**config.mk**
```make
export PLATFORM = sky130hd
export DESIGN_NAME = vxc_chunk_sequencer_flat
export DESIGN_NICKNAME = d
export VERILOG_FILES = /design/src/rtl/vxc_chunk_sequencer_if.sv /design/src/rtl/vxc_chunk_sequencer.sv /design/src/flat_wrapper.sv
export SDC_FILE = /design/constraint.sdc
export NUM_CORES = 1
export LEC_CHECK = 0
export CORE_ASPECT_RATIO = 0.6
export CORE_MARGIN = 4
export CORE_UTILIZATION = 39
export CTS_CLUSTER_SIZE = 24
export DETAILED_ROUTE_END_ITERATION = 8
export SLEW_MARGIN = 0
export SYNTH_ARGS = -nofsm -noshare
export SYNTH_HDL_FRONTEND = slang
export SYNTH_SLANG_ARGS = --single-unit
```
**constraint.sdc**
```tcl
create_clock -name clk -period 5.5 [get_ports clk]
set_input_delay 0.55 -clock clk [delete_from_list [all_inputs] [get_ports clk]]
set_output_delay 0.55 -clock clk [all_outputs]
set_load 0.03 [all_outputs]
```
**src/rtl/vxc_chunk_sequencer_if.sv**
```systemverilog
// Handshake/bus bundle between the chunk sequencer, the cluster memories and
// the vector-by-constant datapath. slave = sequencer side, master = environment.
interface vxc_chunk_sequencer_if #(
  parameter int ADDR_WIDTH  = 8,
  parameter int NO_OF_UNITS = 8,
  parameter int CNT_WIDTH   = 16
);
  logic                   start;
  logic                   op_in;
  logic [ADDR_WIDTH-1:0]  rd_base;
  logic [ADDR_WIDTH-1:0]  wr_base;
  logic                   mem_rd_en;
  logic [ADDR_WIDTH-1:0]  mem_rd_addr;
  logic                   dp_in_valid;
  logic                   dp_op;
  logic [NO_OF_UNITS-1:0] dp_lane_mask;
  logic                   dp_out_valid;
  logic                   result_mem_we;
  logic [ADDR_WIDTH-1:0]  result_wr_addr;
  logic                   busy;
  logic                   done;
  logic                   err;
  logic [CNT_WIDTH-1:0]   chunks_written;

  modport master (
    output start, op_in, rd_base, wr_base, dp_out_valid,
    input  mem_rd_en, mem_rd_addr, dp_in_valid, dp_op, dp_lane_mask,
           result_mem_we, result_wr_addr, busy, done, err, chunks_written
  );

  modport slave (
    input  start, op_in, rd_base, wr_base, dp_out_valid,
    output mem_rd_en, mem_rd_addr, dp_in_valid, dp_op, dp_lane_mask,
           result_mem_we, result_wr_addr, busy, done, err, chunks_written
  );
endinterface

```
**src/rtl/vxc_chunk_sequencer.sv**
```systemverilog
// Streams a vector through the vector-by-constant datapath one chunk per clk,
// tracks in-flight chunks and writes results back in arrival order.
module vxc_chunk_sequencer #(
  parameter int NUMBER_OF_EQUATIONS_PER_CLUSTER = 16,
  parameter int NO_OF_UNITS                     = 8,
  parameter int ADDR_WIDTH                      = 8,
  parameter int CNT_WIDTH                       = 16,
  parameter int TIMEOUT                         = 64
) (
  input logic                  clk,
  input logic                  reset,
  vxc_chunk_sequencer_if.slave bus
);
  localparam int NCHUNK = (NUMBER_OF_EQUATIONS_PER_CLUSTER + NO_OF_UNITS - 1) / NO_OF_UNITS;
  localparam int REM    = NUMBER_OF_EQUATIONS_PER_CLUSTER % NO_OF_UNITS;

  localparam logic [NO_OF_UNITS-1:0] FULL_MASK = '1;
  localparam logic [NO_OF_UNITS-1:0] LAST_MASK =
    (REM == 0) ? FULL_MASK : (FULL_MASK >> (NO_OF_UNITS - REM));

  localparam logic [CNT_WIDTH-1:0] NCHUNK_C = CNT_WIDTH'(NCHUNK);
  localparam logic [CNT_WIDTH-1:0] LAST_IDX = CNT_WIDTH'(NCHUNK - 1);
  // Abort fires on the (TIMEOUT-1)th quiet cycle so DONE lands exactly
  // TIMEOUT cycles after the last result.
  localparam logic [CNT_WIDTH-1:0] TO_LIMIT = CNT_WIDTH'(TIMEOUT - 2);

  localparam logic [1:0] S_IDLE  = 2'd0;
  localparam logic [1:0] S_ISSUE = 2'd1;
  localparam logic [1:0] S_DRAIN = 2'd2;
  localparam logic [1:0] S_DONE  = 2'd3;

  logic [1:0]             state;
  logic [CNT_WIDTH-1:0]   issue_cnt;
  logic [CNT_WIDTH-1:0]   write_cnt;
  logic [CNT_WIDTH-1:0]   outstanding;
  logic [CNT_WIDTH-1:0]   idle_cnt;
  logic [ADDR_WIDTH-1:0]  rd_base_q;
  logic [ADDR_WIDTH-1:0]  wr_base_q;
  logic                   op_q;
  logic                   err_q;
  logic                   dp_vld_q;
  logic [NO_OF_UNITS-1:0] mask_q;

  logic issuing;
  logic active;
  logic start_ok;
  logic accept;
  logic spurious;

  assign issuing  = (state == S_ISSUE);
  assign active   = (state != S_IDLE);
  assign start_ok = (state == S_IDLE) && bus.start;
  // A same-cycle dp_in_valid counts as in flight (zero-latency datapath).
  assign accept   = active && bus.dp_out_valid && ((outstanding != '0) || dp_vld_q);
  assign spurious = bus.dp_out_valid && !accept;

  always_ff @(posedge clk) begin
    if (reset) begin
      state       <= S_IDLE;
      issue_cnt   <= '0;
      write_cnt   <= '0;
      outstanding <= '0;
      idle_cnt    <= '0;
      rd_base_q   <= '0;
      wr_base_q   <= '0;
      op_q        <= 1'b0;
      err_q       <= 1'b0;
      dp_vld_q    <= 1'b0;
      mask_q      <= '0;
    end else begin
      // Read data returns one cycle after the strobe.
      dp_vld_q <= issuing;
      mask_q   <= issuing ? ((issue_cnt == LAST_IDX) ? LAST_MASK : FULL_MASK) : '0;

      if (start_ok) begin
        op_q        <= bus.op_in;
        rd_base_q   <= bus.rd_base;
        wr_base_q   <= bus.wr_base;
        err_q       <= 1'b0;
        issue_cnt   <= '0;
        write_cnt   <= '0;
        outstanding <= '0;
        idle_cnt    <= '0;
        state       <= S_ISSUE;
      end else begin
        if (spurious) err_q <= 1'b1;
        if (accept) write_cnt <= write_cnt + 1'b1;

        case ({dp_vld_q, accept})
          2'b10:   outstanding <= outstanding + 1'b1;
          2'b01:   outstanding <= outstanding - 1'b1;
          default: outstanding <= outstanding;
        endcase

        if (active) begin
          if (bus.dp_out_valid)   idle_cnt <= '0;
          else if (idle_cnt != '1) idle_cnt <= idle_cnt + 1'b1;
        end

        case (state)
          S_ISSUE: begin
            issue_cnt <= issue_cnt + 1'b1;
            if (issue_cnt == LAST_IDX) state <= S_DRAIN;
          end
          S_DRAIN: begin
            if (write_cnt == NCHUNK_C) begin
              state <= S_DONE;
            end else if (!bus.dp_out_valid && idle_cnt == TO_LIMIT) begin
              err_q <= 1'b1;
              state <= S_DONE;
            end
          end
          S_DONE:  state <= S_IDLE;
          default: state <= S_IDLE;
        endcase
      end
    end
  end

  assign bus.mem_rd_en      = issuing;
  assign bus.mem_rd_addr    = issuing ? (rd_base_q + issue_cnt[ADDR_WIDTH-1:0]) : '0;
  assign bus.dp_in_valid    = dp_vld_q;
  assign bus.dp_lane_mask   = mask_q;
  assign bus.dp_op          = op_q;
  assign bus.result_mem_we  = accept;
  assign bus.result_wr_addr = accept ? (wr_base_q + write_cnt[ADDR_WIDTH-1:0]) : '0;
  assign bus.busy           = active;
  assign bus.done           = (state == S_DONE);
  assign bus.err            = err_q;
  assign bus.chunks_written = write_cnt;
endmodule

```
**src/flat_wrapper.sv**
```systemverilog
// flat-port wrapper written by rule: the top's interface ports become plain ports
module vxc_chunk_sequencer_flat 
#(
  parameter int NUMBER_OF_EQUATIONS_PER_CLUSTER = 16,
  parameter int NO_OF_UNITS                     = 8,
  parameter int ADDR_WIDTH                      = 8,
  parameter int CNT_WIDTH                       = 16,
  parameter int TIMEOUT                         = 64
)
  (clk, reset, bus_start, bus_op_in, bus_rd_base, bus_wr_base, bus_dp_out_valid, bus_mem_rd_en, bus_mem_rd_addr, bus_dp_in_valid, bus_dp_op, bus_dp_lane_mask, bus_result_mem_we, bus_result_wr_addr, bus_busy, bus_done, bus_err, bus_chunks_written);
  vxc_chunk_sequencer_if #(.ADDR_WIDTH(ADDR_WIDTH), .NO_OF_UNITS(NO_OF_UNITS), .CNT_WIDTH(CNT_WIDTH)) bus_i ();
  input logic clk;
  input logic reset;
  input wire logic [$bits(bus_i.start)-1:0] bus_start;
  input wire logic [$bits(bus_i.op_in)-1:0] bus_op_in;
  input wire logic [$bits(bus_i.rd_base)-1:0] bus_rd_base;
  input wire logic [$bits(bus_i.wr_base)-1:0] bus_wr_base;
  input wire logic [$bits(bus_i.dp_out_valid)-1:0] bus_dp_out_valid;
  output wire logic [$bits(bus_i.mem_rd_en)-1:0] bus_mem_rd_en;
  output wire logic [$bits(bus_i.mem_rd_addr)-1:0] bus_mem_rd_addr;
  output wire logic [$bits(bus_i.dp_in_valid)-1:0] bus_dp_in_valid;
  output wire logic [$bits(bus_i.dp_op)-1:0] bus_dp_op;
  output wire logic [$bits(bus_i.dp_lane_mask)-1:0] bus_dp_lane_mask;
  output wire logic [$bits(bus_i.result_mem_we)-1:0] bus_result_mem_we;
  output wire logic [$bits(bus_i.result_wr_addr)-1:0] bus_result_wr_addr;
  output wire logic [$bits(bus_i.busy)-1:0] bus_busy;
  output wire logic [$bits(bus_i.done)-1:0] bus_done;
  output wire logic [$bits(bus_i.err)-1:0] bus_err;
  output wire logic [$bits(bus_i.chunks_written)-1:0] bus_chunks_written;
  assign bus_i.start = bus_start;
  assign bus_i.op_in = bus_op_in;
  assign bus_i.rd_base = bus_rd_base;
  assign bus_i.wr_base = bus_wr_base;
  assign bus_i.dp_out_valid = bus_dp_out_valid;
  assign bus_mem_rd_en = bus_i.mem_rd_en;
  assign bus_mem_rd_addr = bus_i.mem_rd_addr;
  assign bus_dp_in_valid = bus_i.dp_in_valid;
  assign bus_dp_op = bus_i.dp_op;
  assign bus_dp_lane_mask = bus_i.dp_lane_mask;
  assign bus_result_mem_we = bus_i.result_mem_we;
  assign bus_result_wr_addr = bus_i.result_wr_addr;
  assign bus_busy = bus_i.busy;
  assign bus_done = bus_i.done;
  assign bus_err = bus_i.err;
  assign bus_chunks_written = bus_i.chunks_written;
  vxc_chunk_sequencer #(.NUMBER_OF_EQUATIONS_PER_CLUSTER(NUMBER_OF_EQUATIONS_PER_CLUSTER), .NO_OF_UNITS(NO_OF_UNITS), .ADDR_WIDTH(ADDR_WIDTH), .CNT_WIDTH(CNT_WIDTH), .TIMEOUT(TIMEOUT)) u_core (.clk(clk), .reset(reset), .bus(bus_i));
endmodule
```
## After elaboration in Yosys (flattened, before gate mapping)

Cells that the tools add are included.

- Bits of input ports: 21
- Register bits: 93
- Word-level logic and storage cells: 64
- Output and inout bits: 47

- Equal/unequal tests: 13
- Mux-type cells: 15
- Reductions and logical operators: 17
- Add/sub/neg operators: 7

Operators by type and width:

| kind | count |
|---|---|
| 16-bit by 1-bit adder with 16-bit output (second input constant) | 4 |
| 16-bit 2-to-1 mux | 2 |
| 16-bit case mux with 2 select lines | 1 |
| 8-bit 2-to-1 mux | 3 |
| 8-bit adder | 2 |
| 16-bit by 1-bit == test with 1-bit output (second input constant) | 1 |
| 16-bit by 2-bit == test with 1-bit output (second input constant) | 1 |
| 16-bit by 6-bit == test with 1-bit output (second input constant) | 1 |
| 16-bit != test (second input constant) | 1 |
| 16-bit nonzero test | 1 |
| 16-bit by 1-bit subtractor with 16-bit output (second input constant) | 1 |
| 2-bit == test (second input constant) | 3 |
| 2-bit 2-to-1 mux | 3 |
| 2-bit AND reduction | 3 |
| 2-bit nonzero test | 3 |
| 1-bit logical AND | 5 |
| 1-bit 2-to-1 mux | 5 |
| 2-bit by 1-bit == test with 1-bit output (second input constant) | 2 |
| 4-bit by 1-bit != test with 1-bit output (second input constant) | 1 |
| 2-bit case mux with 2 select lines | 1 |
| 3-bit by 1-bit != test with 1-bit output (second input constant) | 1 |
| 3-bit != test (second input constant) | 1 |
| 1-bit logical NOT | 2 |
| 2-bit logical NOT | 1 |
| 3 further kinds | 3 |

## Logic depth before layout (Yosys ltp)

- Word-level depth: 9
- Mapped depth: 14
- Mapped depth without buffers: 13

## Worst setup path after synthesis

Ideal clock, no wire load.

- Kind: flip-flop to flip-flop
- Start point: register u_core.bus.dp_lane_mask[6] (netlist name)
- End point: register u_core.outstanding[14]
- Arrival time: 3793 ps
- Buffers on the path: 0
- Cell stages (with the launch flop): 13
- Data required time: 5378 ps
- Library setup time: 122 ps
- Path slack: 1585 ps
- Period minus slack after synthesis: 3915 ps
- Path through: dfxtp_1 nor4_1 nand4_1 o21ai_2 clkinv_1 ha_1 fa_1 a21o_1 a221oi_1 a21oi_1 nand4_1 a2111oi_0 a311o_1

RTL lines:

| item | RTL line | RTL |
|---|---|---|
| to (signal assigned) | vxc_chunk_sequencer.sv:90 | `2'b10: outstanding <= outstanding + 1'b1;` |
| to (signal assigned) | vxc_chunk_sequencer.sv:91 | `2'b01: outstanding <= outstanding - 1'b1;` |
| to (signal assigned) | vxc_chunk_sequencer.sv:92 | `default: outstanding <= outstanding;` |
| to (decl) | vxc_chunk_sequencer.sv:35 | `logic [CNT_WIDTH-1:0] outstanding;` |

==> results.toml <==
[setup_path]
crit_path_start = "u_core.bus.dp_lane_mask[6]"
crit_required_ns = 5.72
worstPathMaxFanout = 17
end_kind = "flip-flop"
timing.rr.start = "u_core.bus.dp_lane_mask[6]"
startpoint_type = "flip-flop"
path_class = "reg2reg"
critPathArrivalTime_ns = 4.76

[synth]
yosysMostFrequentCell = "dfxtp_1"
ys_seq_area_share_pct = 34.7
syn_area_sq_um = 4900
postSynthAreaPerCell_sq_um = 8.28
async_reset_ff_share_pct = 0
synthTopCellsByArea = "dfxtp_1, ha_1, xor2_1"
yosysWarnings = 0
synthFlopType = "dfxtp_1"
synth_common_cells = "dfxtp_1, nor2_1, nand2_1, a21oi_1, ha_1"
synth.distinct_cells = 52
syn_nets = 655
yosysTopAreaCellShare_pct = 34.7
yosysTopAreaCell = "dfxtp_1"
synth_edf_count = 0
netlist_instances = 592
ys_seq_elements = 85

[sta]
skew_ns = 0.00920
fmax_ghz = 0.220
fin_ws_ns = 0.960
relSlewSlack_pct = 26.8
tns_ns = 0
tightest_slew_ns = 1.09
hold_viol_final = 0
rsz0062_at_grt = "false"
setup_viol = 0
fin_crit_sh_pct = 82.5
drv_slew = 0
period_minus_slack_ns = 4.54

[finish]
syn2layout_area_growth_pct = 22.4
insertedDiodeCount = 0
fin_nets = 708
drive_gt1_share_pct = 3.69

[min_path]
min_from = "u_core.wr_base_q[5]"
min_path_type = "reg2reg"

[power]
pwr-share-clk_pct = 36.6
power_density_nw_per_um2 = 317
swShare_pct = 32.4
seqPwrFrac_pct = 36.6
p_leak_nw = 2.37
intPower_mw = 1.29
power_switching_mw = 0.617
pwr-share-comb_pct = 26.7
ir_worst_vdd_mv = 0.165

[place]
port_buffers = 67
post-place-ws_ns = 0.983
gp_congestion = 0.840
dp_hpwl_mm = 9.01

[floorplan]
core_region_area_sq_um = 12200
pin_count = 68
die-area_sq_um = 14500
core.rowCount = 31
die_h_um = 94.9
fp.dieW_um = 153
initial_core_util_pct = 40.3

[clock_network]
cts_max_level = 3
clockBufferDepth = 2
post_cts_resized = 0
cts_buffers = 9
clock_sinks = 85
path_clk_slew_ns = 0.06
worst_skew_pair.late_latency_ns = 0.34
cts-root-buf = "clkbuf_16"
cts_tree = "built"
postCtsSetupBuffers = 0
hold_buffers = 0

[global_route]
grt_pass1_vias = 3994
grt_pass1_wl_mm = 20.2
grt_max_degree = 43
antenna_found_initial = 0
grt.overflow.total = 0
grt_use_total_pct = 17.2

[routing]
antenna_left = 0
route.detailed.drc = 0
post_drt_wl_per_cell_um = 15.0
via_count = 4301
routed_via_density = 5.28
first_iter_violations = 175
routed_wirelength_mm = 12.2
first_pass_iters = 4

[run_status]
status = "finished clean"

[run]
cap_violations = 0
-- worst max-delay path: stages (launching register included) --
cell and delay, ns:
dfxtp_1 0.40, nor4_1 0.35, nand4_1 0.34, o21ai_2 0.43, clkinv_1 0.32, ha_1 0.55
fa_1 0.53, a21o_1 0.20, a221oi_1 0.43, a21oi_1 0.23, nand4_1 0.16, a2111oi_0 0.10
a311o_1 0.36
-- area by class of cell --
type | count | area (sq um)
fill | 1174 | 6180
multi-input combinational | 459 | 2990
sequential | 85 | 1700
timing repair buffer | 68 | 678
clock buffer | 10 | 229
tap | 165 | 206
clock inverter | 6 | 111
inverter | 22 | 82.6
-- power groups by stage --
stage	Combinational [mW]	Clock, mW	Sequential, mW
final	0.509	0.698	0.698
after global routing	0.563	0.738	0.705
after CTS	0.514	0.714	0.699
after detailed placement	0.510	0	0.713
after global placement	0.501	0	0.710
after floorplan	0.359	0	0.709
-- registers in the layout (all words and copies together) (netlist names) --
name                       cells
u_core.bus.chunks_written     16
u_core.idle_cnt               16
u_core.issue_cnt              16
u_core.outstanding            16
u_core.rd_base_q               8
u_core.wr_base_q               8
u_core.state                   2
u_core.bus.dp_lane_mask        1
u_core.bus.dp_op               1
u_core.bus.err                 1
-- cells in the final DEF, fill, tap and decap left out, types with 3 or more instances in the layout --
master and n:
nor4_1 13, a2111oi_0 4, or3_1 13, and2_1 9
clkbuf_16 9, dfxtp_1 85, clkdlybuf4s50_1 67, inv_1 21
a21oi_1 56, and3_1 5, xnor2_1 24, nand4_1 12
nor2b_1 5, mux2i_1 7, nand2b_1 3, o21bai_1 4
nand3_1 12, nand2_1 60, fa_1 3, a211oi_1 4
a21o_1 11, nor3_1 12, nor2_1 76, ha_1 39
o21a_1 3, o21ai_0 13, xor2_1 36, bufinv_16 3
a41oi_1 5
-- layer usage --
metal	GRT usage [%]	part of all wire, %	up-vias
li1	-	-	2170
met1	26.0	53	2024
met2	24.4	40	100
met3	4.08	5.6	7
met4	4.37	0.75	0
met5	0	0	-
-- through the flow --
stage,cells,instance area (sq um),power [mW],hold slack [ns],utilization (%)
floorplan,592,4900,1.07,0.440,-
global placement,799,5660,1.21,0.443,46.5
detailed placement,799,5660,1.22,0.456,46.5
CTS,815,6000,1.93,0.465,49.3
global route,815,6000,2.01,0.489,49.3
finish,815,6000,1.90,0.463,49.3
-- cell families (layout without fill, tap and decap cells) --
group	Yosys count	count (layout)	synth area share (%)
mux	8	8	1.66
compound gates	115	115	14.5
flops	85	85	34.7
buf+inv	48	106	4.29
xor+xnor	60	60	10.7
simple gates	234	234	22.9
fa+ha+maj	42	42	11.2
-- final timing paths --
kind | to | slack (ns) | depth (start not counted)
worst max register to register | u_core.outstanding[14] | 0.96 | 12
worst min register to register | u_core.wr_base_q[5] | 0.46 | 2
worst max-delay path | u_core.outstanding[14] | 0.96 | 12
worst min-delay path | u_core.wr_base_q[5] | 0.46 | 2
(Power assumes the default switching activity.)
